<file path="src/rtl/serial_adder_pkg.sv">
// Shared types and helpers for the bit-serial adder/subtractor.
//   state_t : FSM encoding (IDLE, RUN, DONE)
//   cnt_w() : width of the bit counter for a given operand width
package serial_adder_pkg;

    typedef enum logic [1:0] {
        IDLE = 2'd0,
        RUN  = 2'd1,
        DONE = 2'd2
    } state_t;

    // Counter only has to reach WIDTH-1, so $clog2(WIDTH) bits suffice
    // for every legal WIDTH (2..64).
    function automatic int cnt_w(input int width);
        return $clog2(width);
    endfunction

endpackage

</file>
<file path="src/rtl/full_adder_cell.sv">
// One-bit full adder, purely combinational.
//   a, b, cin : addend bits and carry in
//   sum, cout : sum bit and carry out
module full_adder_cell (
    input  logic a,
    input  logic b,
    input  logic cin,
    output logic sum,
    output logic cout
);

    assign sum  = a ^ b ^ cin;
    assign cout = (a & b) | (cin & (a ^ b));

endmodule

</file>
<file path="src/rtl/serial_adder.sv">
// Bit-serial adder/subtractor: one bit per clock, LSB first, through a
// single full-adder cell whose carry is held in one flip-flop.
//   clk, rst_n : clock, asynchronous active-low reset
//   start      : request, accepted in IDLE or DONE
//   sub        : 0 = a+b, 1 = a-b (captured with start)
//   a, b       : operands (captured with start)
//   busy       : high while bits are being processed
//   done       : one-cycle pulse, results valid from here on
//   sum        : WIDTH-bit result
//   carry_out  : unsigned carry (add) / not-borrow (sub)
//   overflow   : two's-complement signed overflow
module serial_adder
    import serial_adder_pkg::*;
#(
    parameter int WIDTH = 8
) (
    input  logic             clk,
    input  logic             rst_n,
    input  logic             start,
    input  logic             sub,
    input  logic [WIDTH-1:0] a,
    input  logic [WIDTH-1:0] b,
    output logic             busy,
    output logic             done,
    output logic [WIDTH-1:0] sum,
    output logic             carry_out,
    output logic             overflow
);

    localparam int CW = cnt_w(WIDTH);

    state_t           state_q, state_d;
    logic [WIDTH-1:0] op_a_q, op_b_q, sum_q;
    logic [CW-1:0]    cnt_q;
    logic             carry_q, cout_q, ovf_q;
    logic             load, step, last;
    logic             fa_sum, fa_cout;

    assign last = (cnt_q == CW'(WIDTH - 1));

    full_adder_cell u_fa (
        .a    (op_a_q[0]),
        .b    (op_b_q[0]),
        .cin  (carry_q),
        .sum  (fa_sum),
        .cout (fa_cout)
    );

    always_comb begin
        // NOTE: every signal gets a default before the case so no branch
        // leaves it unassigned, which would otherwise infer a latch.
        state_d = state_q;
        load    = 1'b0;
        step    = 1'b0;
        case (state_q)
            IDLE: begin
                if (start) begin
                    load    = 1'b1;
                    state_d = RUN;
                end
            end
            RUN: begin
                step = 1'b1;
                if (last) state_d = DONE;
            end
            DONE: begin
                if (start) begin
                    load    = 1'b1;
                    state_d = RUN;
                end else begin
                    state_d = IDLE;
                end
            end
            default: state_d = IDLE;
        endcase
    end

    // NOTE: sequential state uses non-blocking assignments so every
    // register samples the pre-edge values of the others.
    always_ff @(posedge clk or negedge rst_n) begin
        if (!rst_n) begin
            state_q <= IDLE;
            op_a_q  <= '0;
            op_b_q  <= '0;
            sum_q   <= '0;
            cnt_q   <= '0;
            carry_q <= 1'b0;
            cout_q  <= 1'b0;
            ovf_q   <= 1'b0;
        end else begin
            state_q <= state_d;
            if (load) begin
                // Subtraction is a + ~b + 1: invert b and seed the carry.
                op_a_q  <= a;
                op_b_q  <= sub ? ~b : b;
                carry_q <= sub;
                cnt_q   <= '0;
                sum_q   <= '0;
                cout_q  <= 1'b0;
                ovf_q   <= 1'b0;
            end else if (step) begin
                sum_q   <= {fa_sum, sum_q[WIDTH-1:1]};
                op_a_q  <= op_a_q >> 1;
                op_b_q  <= op_b_q >> 1;
                carry_q <= fa_cout;
                cnt_q   <= cnt_q + 1'b1;
                if (last) begin
                    // carry_q is the carry into the MSB at this point.
                    cout_q <= fa_cout;
                    ovf_q  <= carry_q ^ fa_cout;
                end
            end
        end
    end

    assign busy      = (state_q == RUN);
    assign done      = (state_q == DONE);
    assign sum       = sum_q;
    assign carry_out = cout_q;
    assign overflow  = ovf_q;

endmodule

</file>
<file path="config.mk">
export PLATFORM = sky130hd
export DESIGN_NAME = serial_adder
export DESIGN_NICKNAME = d
export VERILOG_FILES = /design/src/rtl/serial_adder_pkg.sv /design/src/rtl/full_adder_cell.sv /design/src/rtl/serial_adder.sv
export SDC_FILE = /design/constraint.sdc
export NUM_CORES = 1
export LEC_CHECK = 0
export CORE_MARGIN = 2
export CORE_UTILIZATION = 50
export CTS_CLUSTER_DIAMETER = 40
export DETAILED_ROUTE_END_ITERATION = 10
export PLACE_DENSITY = 0.89
export SYNTH_ARGS = -nofsm -noshare
export SYNTH_HDL_FRONTEND = slang
export SYNTH_SLANG_ARGS = --single-unit
</file>
<file path="constraint.sdc">
create_clock -name clk -period 3.1 [get_ports clk]
set_clock_uncertainty 0.1 [all_clocks]
set_input_delay 0.465 -clock clk [delete_from_list [all_inputs] [get_ports clk]]
set_output_delay 0.465 -clock clk [all_outputs]
set_load 0.05 [all_outputs]
</file>
Yosys cells after proc, flatten, opt, wreduce, memory -nomap -nowiden
Cells that the tools add are included.
Widths: inputs -> output; s select.
Word-level totals
  bits of input ports: 20
  word-level logic and storage cells: 51
  register bits: 32
  output and inout port bits: 12
Cells by class
  reduce and logical (&&, ||, !) cells: 6
  bitwise logic cells: 7
  add/sub/neg operators: 1
  mux-type cells: 24
  eq/ne operators: 5
Operators by type and width (count)
  $mux 8: 7
  $mux 1: 12
  $not 8->8: 1
  $mux 3: 2
  $pmux 2 s3: 1
  $mux 2: 2
  $reduce_and 2->1: 2
  $reduce_bool 2->1: 2
  $add 3x1->3 const B: 1
  $eq 3x3->1 const B: 1
  $xor 1x1->1: 3
  $and 1x1->1: 2
  $eq 2x1->1 const B: 1
  $eq 2x2->1 const B: 1
  $logic_not 2->1: 1
  $ne 2x1->1 const B: 1
  $ne 2x2->1 const B: 1
  $reduce_or 2->1: 1
  $or 1x1->1: 1

Depth between registers and ports, before layout
  depth after elaboration: 7
  mapped depth: 5

Cells and area by module
A second synthesis with hierarchy kept.
Unflattened totals
  cells, all modules: 119
  area, all modules: 1473.9 um^2
Modules (own cells, without submodules)
  serial_adder: seq. area each 800.8 um^2, instances 1, cells each 118, area an instance 1453.9 um^2
  full_adder_cell: seq. area each 0.0 um^2, instances 1, cells each 1, area an instance 20.0 um^2

Worst setup path before layout
OpenSTA, ideal clock, no wires.
  path type: reg-to-reg
  start: reg carry_q
  end: reg carry_q
  period minus slack after synthesis: 1437 ps
  arrival time: 1219 ps
  buffers on the path: 0
  path slack: 1663 ps
  data required time: 2882 ps
  stages on the path, launching flop included: 4
  path through: dfrtp_1 -> fa_1 -> a22o_1 -> a21o_1
Between the ends
  longest elaborated chain between the ends: 4
Ends and longest elaborated chain
  start: declaration: RTL line serial_adder.sv:35  | logic carry_q, cout_q, ovf_q;
  start signal: assignment: RTL line serial_adder.sv:96  | carry_q <= sub;
  start signal: assignment: RTL line serial_adder.sv:105  | carry_q <= fa_cout;
  $and 1x1->1: RTL line full_adder_cell.sv:13  | assign cout = (a & b) | (cin & (a ^ b));
  $or 1x1->1: RTL line full_adder_cell.sv:13
  $mux 1: RTL line serial_adder.sv:101  | end else if (step) begin
  $mux 1: RTL line serial_adder.sv:92  | if (load) begin
Every way passes these cells. The select of a mux whose other input is x is not followed.
A chain may end at the register's enable or synchronous reset.

Worst setup path after layout
  start: reg state_q[0]
  end: out done
Between the ends
  longest elaborated chain between the ends: 1
Ends and longest elaborated chain
  start: declaration: RTL line serial_adder.sv:32  | state_t state_q, state_d;
  start signal: assignment: RTL line serial_adder.sv:91  | state_q <= state_d;
  $eq 2x2->1: RTL line serial_adder.sv:117  | assign done = (state_q == DONE);
  end: declaration: RTL line serial_adder.sv:24  | output logic done,
Every way passes these cells.

==> metrics.md <==
| Metric | Value |
|---|---|
| Length of routed met2 wiring | `1370 um` |
| Multi-input gate area | `578 um^2` |
| Top sig layer | `met4` |
| H-Tree Depth | `2` |
| CTS Root Cell | `clkbuf_4` |
| Std-Cell Core Area | `2780 um^2` |
| GP Congestion | `0.790` |
| Fillers | `209` |
| Most common cell after layout, fill and taps aside | `dfrtp_1` |
| F_max | `430 MHz` |
| Max FO, Critical Path | `5` |
| Critical Path RT | `2530 ps` |
| Setup TNS | `0 ps` |
| Layout cells sized above 1 | `8.61%` |
| Period utilization | `75.0%` |
| Largest net degree at the start of global routing | `33` |
| Initial DRC Count | `32` |
| Clock Tree Buf Depth | `2` |
| CP arrival | `1760 ps` |
| Clk sinks | `32` |
| Hold depth | `1` |
| DP HPWL | `1940 um` |
| Die area | `3390 um^2` |
| Die H | `58.2 um` |
| CTS tree | `built` |
| Wire length after detailed routing | `2700 um` |
| P_leak | `0.852 nW` |
| YS warnings | `0` |
| Minimum clock period | `2330 ps` |
| Fin Hold WS | `408 ps` |
| Worst-case reg-to-reg path depth | `4` |
| Worst rel slew slack | `66.8%` |
| Initial antenna violation count | `0` |
| Area grow syn2layout | `24.0%` |
| Via-to-Cell Ratio | `5.69` |
| Post-synthesis cell area | `1470 um^2` |
| Post-synth cell types | `29` |
| # diodes | `0` |
| Final Slew Violations | `0` |
| Nets | `174` |
| Worst hold-check path type | `register to register` |
| Status | `finished clean` |
| Startpoint types | `register` |
| Vias in the first global route | `1039` |
| I/O Buffers | `31` |
| Register area | `801 um^2` |
| R2r endpoint | `op_b_q[5]` |
| Setup bufs post-CTS | `0` |
| Boundary Pins | `32` |
| Met1 WL | `1110 um` |
| Final hold vios | `0` |
| Starting density of the core | `52.9%` |
| Min-delay src | `op_a_q[4]` |
| Max cap viols | `0` |
| Worst Setup End Kind | `output pin` |
| Peak supply drop | `0.962 mV` |
| Syn Inst Count | `119` |
| Worst-margin pin slew | `497 ps` |
| DR WL/cell | `14.8 um` |
| GRT overflow | `0` |
| Final setup vio count | `0` |
| R2r setup slk | `1460 ps` |
| Antenna-violating nets left | `0` |
| Worst r2r src | `state_q[0]` |
| Vias after detailed routing | `1036` |
| Total CTS buffers | `5` |
| RSZ-0062 raised after global routing | `false` |
| GRT Total Usage | `18.1%` |
| Syn Nets | `142` |
| #FFs+latches synth | `32` |
| Sequential area share after synthesis | `54.5%` |
| # resized after CTS | `0` |
| Power density cells | `1030 nW/um^2` |
| Clk Latency, worst-skew pair | `320 ps` |
| Most frequent cells in the layout | `32 x dfrtp_1, 31 x clkdlybuf4s50_1, 14 x a22o_1` |
| Residual DRC count | `0` |
| Hold-fix buffers at CTS | `0` |
| Syn avg cell area | `12.4 um^2` |
| Die X | `58.2 um` |
| Clk pin slew, worst setup/hold paths | `90 ps` |
| # rows | `19` |
| Hold endpoint | `op_a_q[4]` |
| Global-route wire length before repair | `4550 um` |
| DR WL met3 | `178 um` |
| Crit path kind | `register to output pin` |
| Initial DRT Pass Iterations | `4` |
worst max-delay path by stage:
stage          slack [ps]         to  cells past startpoint  startpoint
2_1_floorplan        1660    carry_q                      3     carry_q
3_3_place_gp         1110  op_b_q[6]                      5       start
3_5_place_dp         1040  op_b_q[5]                      5       start
4_1_cts               760       done                      2  state_q[0]
5_1_grt               680       done                      2  state_q[0]
6_report              770       done                      2  state_q[0]
metal layers:
metal,up-vias,global-route usage [%]
li1,484,-
met4,0,5.98
met5,-,0
met2,40,30.8
met1,506,21.5
met3,6,6.03
cells in the mapped netlist, drive strengths merged:
cell type  count  share of area, %
a22o          14               8.3
mux2           1              0.77
a21o           3               1.5
mux2i          8               5.4
fa             1               1.4
nand2          9               2.3
nand3          2              0.68
nand3b         1              0.51
nor2b          2               1.4
xor2           3               1.8
o21ai         10               3.4
ha             2               1.7
dfrtp         32                54
a211oi         1              0.51
nand2b         1              0.43
nor2           6               2.0
inv            2              0.51
a221o          4               2.7
a21oi          1              0.34
xnor2          6               3.6
and2b          1              0.51
clkbuf         1              0.34
buf            8               5.4
layout make-up:
class / count / share of cell area (%)
Tap cell: 31 / 2.13
Clock buffer: 7 / 3.57
Timing Repair Buffer: 34 / 18.3
Inverter: 2 / 0.412
Multi-Input combinational cell: 76 / 31.7
Sequential cell: 32 / 43.9
report_power, final:
part	internal (mW)	total [mW]	leakage [nW]	switching [mW]
clock	0.128	0.256	0.0374	0.128
combinational	0.393	0.904	0.406	0.511
sequential	0.594	0.715	0.409	0.120
cell families (layout without fill, tap and decap cells):
| logic type | after synthesis | after routing | share of synthesized area [%] |
|---|---|---|---|
| buffers and inverters | 11 | 43 | 6.21 |
| and+or+nand+nor | 22 | 22 | 7.83 |
| adders and majority gates | 3 | 3 | 3.06 |
| AOI/OAI and AO/OA | 33 | 33 | 16.9 |
| xor gates and xnor gates | 9 | 9 | 5.36 |
| muxes | 9 | 9 | 6.21 |
| DFF | 32 | 32 | 54.5 |
flip-flops by register name, summed over array words and instances, names as in the netlist:
register	cells
op_a_q	8
op_b_q	8
sum	8
cnt_q	3
state_q	2
carry_out	1
carry_q	1
overflow	1
through the flow:
stage / util (%) / instances / instance area [um^2] / power (mW) / setup slack [ps]
2_1_floorplan: - / 119 / 1470 / 1.44 / 1660
3_3_place_gp: 63.2 / 175 / 1760 / 1.57 / 1110
3_5_place_dp: 63.2 / 175 / 1760 / 1.63 / 1040
4_1_cts: 65.5 / 182 / 1820 / 1.89 / 759
5_1_grt: 65.5 / 182 / 1820 / 2.00 / 677
6_report: 65.5 / 182 / 1820 / 1.87 / 774
worst max-delay path: stages, from the launching register on:
cell             delay, ps
dfrtp_1                430
and2b_1                210
clkdlybuf4s50_1        790
Power figures use the tool's default switching activity.
